File: config.mk
export PLATFORM = sky130hd
export DESIGN_NAME = control_unit
export DESIGN_NICKNAME = d
export VERILOG_FILES = /design/src/rtl/src_ctrl_pkg.sv /design/src/rtl/control_unit.sv
export SDC_FILE = /design/constraint.sdc
export NUM_CORES = 1
export LEC_CHECK = 0
export BUFFER_PORTS_ARGS = -buffer_cell sky130_fd_sc_hd__buf_4
export CAP_MARGIN = 20
export CORE_MARGIN = 5
export CORE_UTILIZATION = 25
export CTS_CLUSTER_DIAMETER = 120
export DETAILED_ROUTE_END_ITERATION = 10
export GPL_TIMING_DRIVEN = 0
export PLACE_DENSITY_LB_ADDON = 0.15
export SETUP_SLACK_MARGIN = 0.05
export SYNTH_ARGS = -nofsm -noshare
export SYNTH_HDL_FRONTEND = slang
export SYNTH_SLANG_ARGS = --single-unit
File: constraint.sdc
create_clock -name Clock -period 2.4 [get_ports Clock]
set_input_delay 0.24 -clock Clock [delete_from_list [all_inputs] [get_ports Clock]]
set_output_delay 0.24 -clock Clock [all_outputs]
set_load 0.01 [all_outputs]
File: src/rtl/src_ctrl_pkg.sv
// Shared definitions for the SRC control sequencer: opcodes, state encodings,
// ALU op codes and the control-word layout.
package src_ctrl_pkg;

    localparam int OPC_W   = 5;
    localparam int ALUOP_W = 5;
    localparam int IR_W    = 32;
    localparam int STATE_W = 5;

    localparam logic [OPC_W-1:0] OP_LD   = 5'b00000;
    localparam logic [OPC_W-1:0] OP_LDI  = 5'b00001;
    localparam logic [OPC_W-1:0] OP_ST   = 5'b00010;
    localparam logic [OPC_W-1:0] OP_ADD  = 5'b00011;
    localparam logic [OPC_W-1:0] OP_SUB  = 5'b00100;
    localparam logic [OPC_W-1:0] OP_AND  = 5'b00101;
    localparam logic [OPC_W-1:0] OP_OR   = 5'b00110;
    localparam logic [OPC_W-1:0] OP_ROR  = 5'b00111;
    localparam logic [OPC_W-1:0] OP_ROL  = 5'b01000;
    localparam logic [OPC_W-1:0] OP_SHR  = 5'b01001;
    localparam logic [OPC_W-1:0] OP_SHRA = 5'b01010;
    localparam logic [OPC_W-1:0] OP_SHL  = 5'b01011;
    localparam logic [OPC_W-1:0] OP_ADDI = 5'b01100;
    localparam logic [OPC_W-1:0] OP_ANDI = 5'b01101;
    localparam logic [OPC_W-1:0] OP_ORI  = 5'b01110;
    localparam logic [OPC_W-1:0] OP_DIV  = 5'b01111;
    localparam logic [OPC_W-1:0] OP_MUL  = 5'b10000;
    localparam logic [OPC_W-1:0] OP_NEG  = 5'b10001;
    localparam logic [OPC_W-1:0] OP_NOT  = 5'b10010;
    localparam logic [OPC_W-1:0] OP_BR   = 5'b10011;
    localparam logic [OPC_W-1:0] OP_JAL  = 5'b10100;
    localparam logic [OPC_W-1:0] OP_JR   = 5'b10101;
    localparam logic [OPC_W-1:0] OP_IN   = 5'b10110;
    localparam logic [OPC_W-1:0] OP_OUT  = 5'b10111;
    localparam logic [OPC_W-1:0] OP_MFLO = 5'b11000;
    localparam logic [OPC_W-1:0] OP_MFHI = 5'b11001;
    localparam logic [OPC_W-1:0] OP_NOP  = 5'b11010;
    localparam logic [OPC_W-1:0] OP_HALT = 5'b11011;

    // The ALU consumes the arithmetic opcodes directly.
    localparam logic [ALUOP_W-1:0] ALU_ADD = OP_ADD;
    localparam logic [ALUOP_W-1:0] ALU_SUB = OP_SUB;
    localparam logic [ALUOP_W-1:0] ALU_AND = OP_AND;
    localparam logic [ALUOP_W-1:0] ALU_OR  = OP_OR;

    typedef enum logic [STATE_W-1:0] {
        S_RST  = 5'd0,
        S_T0   = 5'd1,
        S_T1   = 5'd2,
        S_T2   = 5'd3,
        S_T3   = 5'd4,
        S_T4   = 5'd5,
        S_T5   = 5'd6,
        S_T6   = 5'd7,
        S_T7   = 5'd8,
        S_HALT = 5'd9
    } state_t;

    typedef struct packed {
        logic pc_out;
        logic zhi_out;
        logic zlo_out;
        logic mdr_out;
        logic hi_out;
        logic lo_out;
        logic inport_out;
        logic c_out;
        logic ba_out;
        logic r_out;
        logic pc_in;
        logic ir_in;
        logic mar_in;
        logic mdr_in;
        logic y_in;
        logic z_in;
        logic hi_in;
        logic lo_in;
        logic con_in;
        logic outport_in;
        logic r_in;
        logic gra;
        logic grb;
        logic grc;
        logic inc_pc;
        logic read;
        logic write;
    } ctrl_t;

    // Final control step of each instruction; nop and unassigned codes end at fetch.
    function automatic state_t last_step(input logic [OPC_W-1:0] opc);
        case (opc)
            OP_ADD, OP_SUB, OP_AND, OP_OR, OP_ROR, OP_ROL, OP_SHR, OP_SHRA,
            OP_SHL, OP_ADDI, OP_ANDI, OP_ORI, OP_LDI:  return S_T5;
            OP_LD, OP_ST:                              return S_T7;
            OP_MUL, OP_DIV, OP_BR:                     return S_T6;
            OP_NEG, OP_NOT, OP_JAL:                    return S_T4;
            OP_JR, OP_IN, OP_OUT, OP_MFHI, OP_MFLO:    return S_T3;
            default:                                   return S_T2;
        endcase
    endfunction

endpackage

File: src/rtl/control_unit.sv
// Hardwired Moore control sequencer for the SRC datapath: steps T0..T7 and
// decodes every bus, load and memory strobe from state plus registered opcode.
//
// state  | meaning
// RST    | held in reset, all controls low
// T0-T2  | instruction fetch
// T3-T7  | execute steps, decoded from the registered opcode
// HALT   | stopped until Reset, all controls low
module control_unit
    import src_ctrl_pkg::*;
(
    input  logic               Clock,
    input  logic               Reset,
    input  logic               Stop,
    input  logic [IR_W-1:0]    IR,
    input  logic               CON,
    output logic               PCout,
    output logic               ZHIout,
    output logic               ZLOout,
    output logic               MDRout,
    output logic               HIout,
    output logic               LOout,
    output logic               INPORTout,
    output logic               Cout,
    output logic               BAout,
    output logic               Rout,
    output logic               PCin,
    output logic               IRin,
    output logic               MARin,
    output logic               MDRin,
    output logic               Yin,
    output logic               Zin,
    output logic               HIin,
    output logic               LOin,
    output logic               CONin,
    output logic               OUTPORTin,
    output logic               Rin,
    output logic               Gra,
    output logic               Grb,
    output logic               Grc,
    output logic               IncPC,
    output logic               Read,
    output logic               Write,
    output logic [ALUOP_W-1:0] AluOp,
    output logic               Run
);

    state_t             state_q, state_d;
    logic [OPC_W-1:0]   opc_q, opc_d;
    logic [OPC_W-1:0]   ir_opc;
    logic               unused_ir;
    ctrl_t              ctl;
    logic [ALUOP_W-1:0] alu_op;
    logic               run;

    assign ir_opc    = IR[IR_W-1:IR_W-OPC_W];
    assign unused_ir = ^IR[IR_W-OPC_W-1:0];

    always_ff @(posedge Clock) begin
        if (Reset) begin
            state_q <= S_RST;
            opc_q   <= OP_NOP;
        end else begin
            state_q <= state_d;
            opc_q   <= opc_d;
        end
    end

    // The decision leaving T2 uses the live IR because opc_q is only captured on that edge.
    always_comb begin
        state_d = state_q;
        opc_d   = opc_q;
        case (state_q)
            S_RST: state_d = S_T0;
            S_T0:  state_d = S_T1;
            S_T1:  state_d = S_T2;
            S_T2: begin
                opc_d = ir_opc;
                if (ir_opc == OP_HALT)
                    state_d = S_HALT;
                else if (last_step(ir_opc) == S_T2)
                    state_d = Stop ? S_HALT : S_T0;
                else
                    state_d = S_T3;
            end
            S_T3, S_T4, S_T5, S_T6, S_T7: begin
                if (state_q == last_step(opc_q))
                    state_d = Stop ? S_HALT : S_T0;
                else
                    state_d = state_t'(state_q + STATE_W'(1));
            end
            S_HALT:  state_d = S_HALT;
            default: state_d = S_RST;
        endcase
    end

    always_comb begin
        ctl    = '0;
        alu_op = ALU_ADD;
        run    = 1'b1;
        case (state_q)
            S_T0: begin
                ctl.pc_out = 1'b1; ctl.mar_in = 1'b1; ctl.inc_pc = 1'b1; ctl.z_in = 1'b1;
            end
            S_T1: begin
                ctl.zlo_out = 1'b1; ctl.pc_in = 1'b1; ctl.read = 1'b1; ctl.mdr_in = 1'b1;
            end
            S_T2: begin
                ctl.mdr_out = 1'b1; ctl.ir_in = 1'b1;
            end
            S_T3: begin
                case (opc_q)
                    OP_ADD, OP_SUB, OP_AND, OP_OR, OP_ROR, OP_ROL, OP_SHR, OP_SHRA,
                    OP_SHL, OP_ADDI, OP_ANDI, OP_ORI: begin
                        ctl.grb = 1'b1; ctl.r_out = 1'b1; ctl.y_in = 1'b1;
                    end
                    OP_LD, OP_LDI, OP_ST: begin
                        ctl.grb = 1'b1; ctl.ba_out = 1'b1; ctl.y_in = 1'b1;
                    end
                    OP_MUL, OP_DIV: begin
                        ctl.gra = 1'b1; ctl.r_out = 1'b1; ctl.y_in = 1'b1;
                    end
                    OP_NEG, OP_NOT: begin
                        ctl.grb = 1'b1; ctl.r_out = 1'b1; ctl.z_in = 1'b1; alu_op = opc_q;
                    end
                    OP_BR:   begin ctl.gra = 1'b1; ctl.r_out = 1'b1; ctl.con_in = 1'b1; end
                    OP_JR:   begin ctl.gra = 1'b1; ctl.r_out = 1'b1; ctl.pc_in = 1'b1; end
                    OP_IN:   begin ctl.inport_out = 1'b1; ctl.gra = 1'b1; ctl.r_in = 1'b1; end
                    OP_OUT:  begin ctl.gra = 1'b1; ctl.r_out = 1'b1; ctl.outport_in = 1'b1; end
                    OP_MFHI: begin ctl.hi_out = 1'b1; ctl.gra = 1'b1; ctl.r_in = 1'b1; end
                    OP_MFLO: begin ctl.lo_out = 1'b1; ctl.gra = 1'b1; ctl.r_in = 1'b1; end
                    OP_JAL:  begin ctl.pc_out = 1'b1; ctl.grb = 1'b1; ctl.r_in = 1'b1; end
                    default: ;
                endcase
            end
            S_T4: begin
                case (opc_q)
                    OP_ADD, OP_SUB, OP_AND, OP_OR, OP_ROR, OP_ROL, OP_SHR, OP_SHRA, OP_SHL: begin
                        ctl.grc = 1'b1; ctl.r_out = 1'b1; ctl.z_in = 1'b1; alu_op = opc_q;
                    end
                    OP_ADDI, OP_LD, OP_LDI, OP_ST: begin ctl.c_out = 1'b1; ctl.z_in = 1'b1; end
                    OP_ANDI: begin ctl.c_out = 1'b1; ctl.z_in = 1'b1; alu_op = ALU_AND; end
                    OP_ORI:  begin ctl.c_out = 1'b1; ctl.z_in = 1'b1; alu_op = ALU_OR; end
                    OP_MUL, OP_DIV: begin
                        ctl.grb = 1'b1; ctl.r_out = 1'b1; ctl.z_in = 1'b1; alu_op = opc_q;
                    end
                    OP_NEG, OP_NOT: begin ctl.zlo_out = 1'b1; ctl.gra = 1'b1; ctl.r_in = 1'b1; end
                    OP_BR:   begin ctl.pc_out = 1'b1; ctl.y_in = 1'b1; end
                    OP_JAL:  begin ctl.gra = 1'b1; ctl.r_out = 1'b1; ctl.pc_in = 1'b1; end
                    default: ;
                endcase
            end
            S_T5: begin
                case (opc_q)
                    OP_ADD, OP_SUB, OP_AND, OP_OR, OP_ROR, OP_ROL, OP_SHR, OP_SHRA,
                    OP_SHL, OP_ADDI, OP_ANDI, OP_ORI, OP_LDI: begin
                        ctl.zlo_out = 1'b1; ctl.gra = 1'b1; ctl.r_in = 1'b1;
                    end
                    OP_LD, OP_ST:   begin ctl.zlo_out = 1'b1; ctl.mar_in = 1'b1; end
                    OP_MUL, OP_DIV: begin ctl.zlo_out = 1'b1; ctl.lo_in = 1'b1; end
                    OP_BR:          begin ctl.c_out = 1'b1; ctl.z_in = 1'b1; end
                    default: ;
                endcase
            end
            S_T6: begin
                case (opc_q)
                    OP_LD:          begin ctl.read = 1'b1; ctl.mdr_in = 1'b1; end
                    OP_ST:          begin ctl.gra = 1'b1; ctl.r_out = 1'b1; ctl.mdr_in = 1'b1; end
                    OP_MUL, OP_DIV: begin ctl.zhi_out = 1'b1; ctl.hi_in = 1'b1; end
                    OP_BR:          begin ctl.zlo_out = 1'b1; ctl.pc_in = CON; end
                    default: ;
                endcase
            end
            S_T7: begin
                case (opc_q)
                    OP_LD:   begin ctl.mdr_out = 1'b1; ctl.gra = 1'b1; ctl.r_in = 1'b1; end
                    OP_ST:   ctl.write = 1'b1;
                    default: ;
                endcase
            end
            default: begin
                alu_op = '0;
                run    = 1'b0;
            end
        endcase
    end

    assign PCout     = ctl.pc_out;
    assign ZHIout    = ctl.zhi_out;
    assign ZLOout    = ctl.zlo_out;
    assign MDRout    = ctl.mdr_out;
    assign HIout     = ctl.hi_out;
    assign LOout     = ctl.lo_out;
    assign INPORTout = ctl.inport_out;
    assign Cout      = ctl.c_out;
    assign BAout     = ctl.ba_out;
    assign Rout      = ctl.r_out;
    assign PCin      = ctl.pc_in;
    assign IRin      = ctl.ir_in;
    assign MARin     = ctl.mar_in;
    assign MDRin     = ctl.mdr_in;
    assign Yin       = ctl.y_in;
    assign Zin       = ctl.z_in;
    assign HIin      = ctl.hi_in;
    assign LOin      = ctl.lo_in;
    assign CONin     = ctl.con_in;
    assign OUTPORTin = ctl.outport_in;
    assign Rin       = ctl.r_in;
    assign Gra       = ctl.gra;
    assign Grb       = ctl.grb;
    assign Grc       = ctl.grc;
    assign IncPC     = ctl.inc_pc;
    assign Read      = ctl.read;
    assign Write     = ctl.write;
    assign AluOp     = alu_op;
    assign Run       = run;

endmodule

-- Word-level counts from Yosys, hierarchy flattened
Memory sizes are Yosys's and may differ from the RTL's. A register that Yosys moved wholly into a read port is not among the register bits.
Cells that the tools add are included.
- output and inout bits: 33
- bits of input ports: 36
- flip-flop bits (word level): 10
- memories kept: 2
- memory bits (read-only): 256
- word-level logic and storage cells: 124
- add/sub/neg operators: 1
- multiplexer cells: 62
- reduce and logical (&&, ||, !) cells: 20
- eq/ne operators: 37
- memory list (name ; depth ; width ; rd ports ; clocked after Yosys merged registers in ; write ports ; line ; text):
    (name not given) ; 32 ; 4 ; 1 ; 0 ; 0 ; src_ctrl_pkg.sv:90 ; case (opc)
    (name not given) ; 32 ; 4 ; 1 ; 1 ; 0 ; src_ctrl_pkg.sv:90 ;
- operator list (kind ; count):
    == test 5 bit, second input constant ; 11
    == test 5 x 4 -> 1 bit, second input constant ; 10
    == test 5 x 3 -> 1 bit, second input constant ; 8
    2-to-1 mux 5 bit ; 7
    2-to-1 mux 1 bit ; 31
    case mux 5 bit (3 select lines) ; 2
    case mux 5 bit (6 select lines) ; 1
    == test 5 x 2 -> 1 bit, second input constant ; 5
    OR reduction 19 bit ; 1
    OR reduction 18 bit ; 1
    OR reduction 17 bit ; 1
    case mux 1 bit (4 select lines) ; 4
    OR reduction 8 bit ; 2
    case mux 1 bit (2 select lines) ; 7
    OR reduction 13 bit ; 1
    2-to-1 mux 4 bit ; 3
    OR reduction 12 bit ; 1
    OR reduction 6 bit ; 2
    OR reduction 11 bit ; 1
    == test 5 x 1 -> 1 bit, second input constant ; 2
    logical NOT 5 bit ; 2
    OR reduction 9 bit ; 1
    2-to-1 mux 2 bit ; 3
    case mux 1 bit (3 select lines) ; 2
    8 further kinds ; 11

-- Longest topological paths before layout
- depth in word-level cells: 7
- depth in mapped cells: 10
- depth with buffers taken out: 9

-- Worst setup path before layout
OpenSTA, ideal clock, no wires.
- path kind: register to register
- start: reg state_q[0]
- end: reg with a tool-made name
- data required time: 2326 ps
- setup slack: 8 ps
- setup time: 74 ps
- data arrival time: 2318 ps
- cell stages (with the launch flop): 10
- cells stage by stage: dfxtp_1 > ha_1 > or4b_4 > inv_2 > buf_6 > nand2_1 > a21oi_1 > ha_1 > or3_1 > a31oi_1
- RTL lines (element ; line ; text):
    from (decl) ; control_unit.sv:48 ; state_t state_q, state_d;
    from (signal assigned) ; control_unit.sv:64 ; state_q <= state_d;

==> results.py <==
metrics = {
    "critical_path": {
        "end_kind": "register",
        "worstSetupPathType": "reg -> reg",
        "worstPathRequired_ns": 2.57,
        "crit_slowest_cell": "or4b_4",
        "cp.buffers_inverters": 2,
        "crit_chain": "ha_4, or4b_4, inv_4, buf_8, nand2_4, a21oi_4, ha_1, or3_1, a31oi_1",
        "reg2regPathDepth": 9,
        "path_max_fanout": 8,
        "crit_cells": 9,
        "critPathLaunchType": "register",
        "worst_ep_arrival_time_ns": 2.46,
        "slowest_delay_ns": 0.50,
        "rrSetupSlack_ns": 0.10,
        "critPathTopFamily": "simple AND/OR/NAND/NOR gates",
    },
    "sta": {
        "period_share": 0.957,
        "maxSlewViolCount": 0,
        "setup_ws_ns": 0.104,
        "hold-worst-slack_ns": 0.289,
        "skew_ns": 0.00414,
        "max_freq_mhz": 436,
        "slew_headroom": 0.621,
        "report.final.hold_viol_count": 0,
        "period_needed_ns": 2.30,
        "setup_viol": 0,
        "rsz0062_at_grt": "true",
        "worstMarginPinSlew_ns": 0.564,
    },
    "clock_tree": {
        "hold_buffers": 0,
        "cts.clk_slew.worst_paths_ns": 0.06,
        "clk-insertion-delay-late_ns": 0.24,
        "cts_tree": "built",
        "cts_made_buffers": 3,
        "cts_num_sinks": 14,
        "clock_path_buffers": 2,
        "root_buffer": "clkbuf_8",
        "h-tree-depth": 1,
    },
    "yosys": {
        "yosysUniqueCellTypes": 62,
        "synth_area_per_cell_um2": 6.61,
        "synth-main-ff-cell": "dfxtp_1",
        "synth_edf_count": 0,
        "synthDominantCellAreaShare": 0.166,
        "syn_inst": 255,
        "ys_seq_area_frac": 0.166,
        "ys_ff_latch": 14,
        "syn_area_um2": 1690,
        "yosysTopAreaCell": "dfxtp_1",
        "yosysMostFrequentCell": "nand2_1",
        "synth_area_leaders": "dfxtp_1 17%, nand2_1 8.5%, nor2_1 6.5%",
        "synth_warnings": 0,
        "synth_common_cells": "38 x nand2_1, 29 x nor2_1, 16 x o21ai_0",
        "async_flop_share": 0,
        "syn-num-nets": 298,
    },
    "placed_design": {
        "post-dp-hpwl_mm": 4.79,
        "io_buffer_count": 41,
        "dp_cells": 376,
        "dp_slack_ns": -0.201,
        "place_congestion": 0.889,
    },
    "detailed_routing": {
        "drc_errors": 0,
        "wirelength_mm": 6.15,
        "dr.pass1.iters": 4,
        "ant_nets": 0,
        "vias_per_cell": 5.28,
        "wl_per_cell_um": 15.9,
        "num_vias": 2040,
        "drt_iter0_drc": 169,
    },
    "pwr": {
        "p_total_mw": 0.489,
        "power.leakage_nw": 0.940,
        "pwr-share-clk": 0.397,
        "p_switching_mw": 0.119,
        "p_int_mw": 0.370,
        "powerDensity_nw_per_um2": 216,
        "combPwrFrac": 0.119,
        "ir_drop_mv": 0.143,
        "seq_power_share": 0.485,
        "p_sw_frac": 0.244,
    },
    "run_status": {
        "status": "finished clean",
    },
    "grt": {
        "grt_overflow": 0,
        "grt_pass1_wl_mm": 9.98,
        "antenna_found_initial": 0,
        "grt_max_degree": 11,
        "grt.total_usage": 0.145,
        "grt_pass1_vias": 1902,
    },
    "floorplanning": {
        "rows": 30,
        "io_pins": 69,
        "initial_utilization": 0.252,
        "core-area_um2": 6680,
        "die_area_um2": 8480,
        "die_x_um": 92.1,
        "die_y_um": 92.1,
    },
    "final_layout": {
        "num_antenna_cells": 0,
        "areaGrowthSynthToFinish_pct": 34.4,
        "fin_nets": 351,
        "utilization": 0.339,
        "drive_above_1_share": 0.281,
        "finalNonFillerCells": 386,
        "nFillCells": 754,
    },
    "job": {
        "maxCapViolCount": 0,
    },
    "worst_hold_path": {
        "hold_path.class": "in -> reg",
        "min_path_cells": 3,
    },
}
-- path summary, 6_finish.rpt --
kind,start,endpoint
setup / recovery,state_q[1],register
hold / removal,IR[30],opc_q[3]
setup reg to reg,state_q[1],register
hold reg to reg,state_q[0],state_q[0]
-- worst register-to-register path, stage by stage (launching register included) --
cell     delay [ns]
dfxtp_4        0.39
ha_4           0.15
or4b_4         0.50
inv_4          0.10
buf_8          0.12
nand2_4        0.07
a21oi_4        0.14
ha_1           0.25
or3_1          0.34
a31oi_1        0.17
-- stage by stage --
| step | area (um^2) | setup TNS [ns] |
|---|---|---|
| 6_report | 2260 | 0 |
| 5_1_grt | 2260 | 0 |
| 4_1_cts | 2170 | 0 |
| 3_5_place_dp | 2110 | -0.233 |
| 3_3_place_gp | 2110 | -0.271 |
| 2_1_floorplan | 1700 | 0 |
-- layer usage --
layer  vias up  global-route usage  wire length, um
li1       1018                   -                -
met1       960               0.203             2880
met2        54               0.230             2900
met3         8              0.0287              306
met4         0              0.0309               70
met5         -                   0                0
-- logic make-up after synthesis --
| logic type | after synthesis | synth area share |
|---|---|---|
| and+or+nand+nor | 129 | 0.397 |
| AOI/OAI and AO/OA | 67 | 0.267 |
| buffers and inverters | 31 | 0.0831 |
| DFF | 14 | 0.166 |
| adders and majority gates | 7 | 0.0520 |
| xor gates and xnor gates | 4 | 0.0208 |
| muxes | 2 | 0.0119 |
| other | 1 | 0.00223 |
-- power by group through the flow --
stage	combinational, mW	sequential [mW]	clock, mW
floorplan	0.0267	0.243	0
global placement	0.0552	0.244	0
detailed placement	0.0548	0.244	0
CTS	0.0552	0.238	0.202
global route	0.0643	0.237	0.216
finish	0.0580	0.237	0.194
-- layout make-up --
type                       instances  area [um^2]  area share
clock buffer                       3         41.3      0.0182
timing repair buffer              48          360       0.159
inverter                          13         51.3      0.0227
sequential                        14          288       0.127
tap                               80          100      0.0442
multi-input combinational        210         1320       0.582
buffer                            18          106      0.0470
-- placed cells by master (no fill, tap or decap), drive strengths merged, types with 4 or more instances in the layout --
cell type and n:
nor2 29, clkbuf 15, nand2 38, nor3b 4, nor3 11, inv 13
nand2b 5, nand3 16, o211ai 5, buf 54, ha 7, and2 5
nor2b 5, o21ai 18, a21oi 13, a31oi 5, dfxtp 14
-- timing repair --
action                                  4_1_cts  5_1_grt
endpoints found under the setup margin       13       14
resized for setup                             9       24
pin swaps                                     2        5
buffers inserted                              1        6
Note: power is estimated with default switching activity, not from simulation.
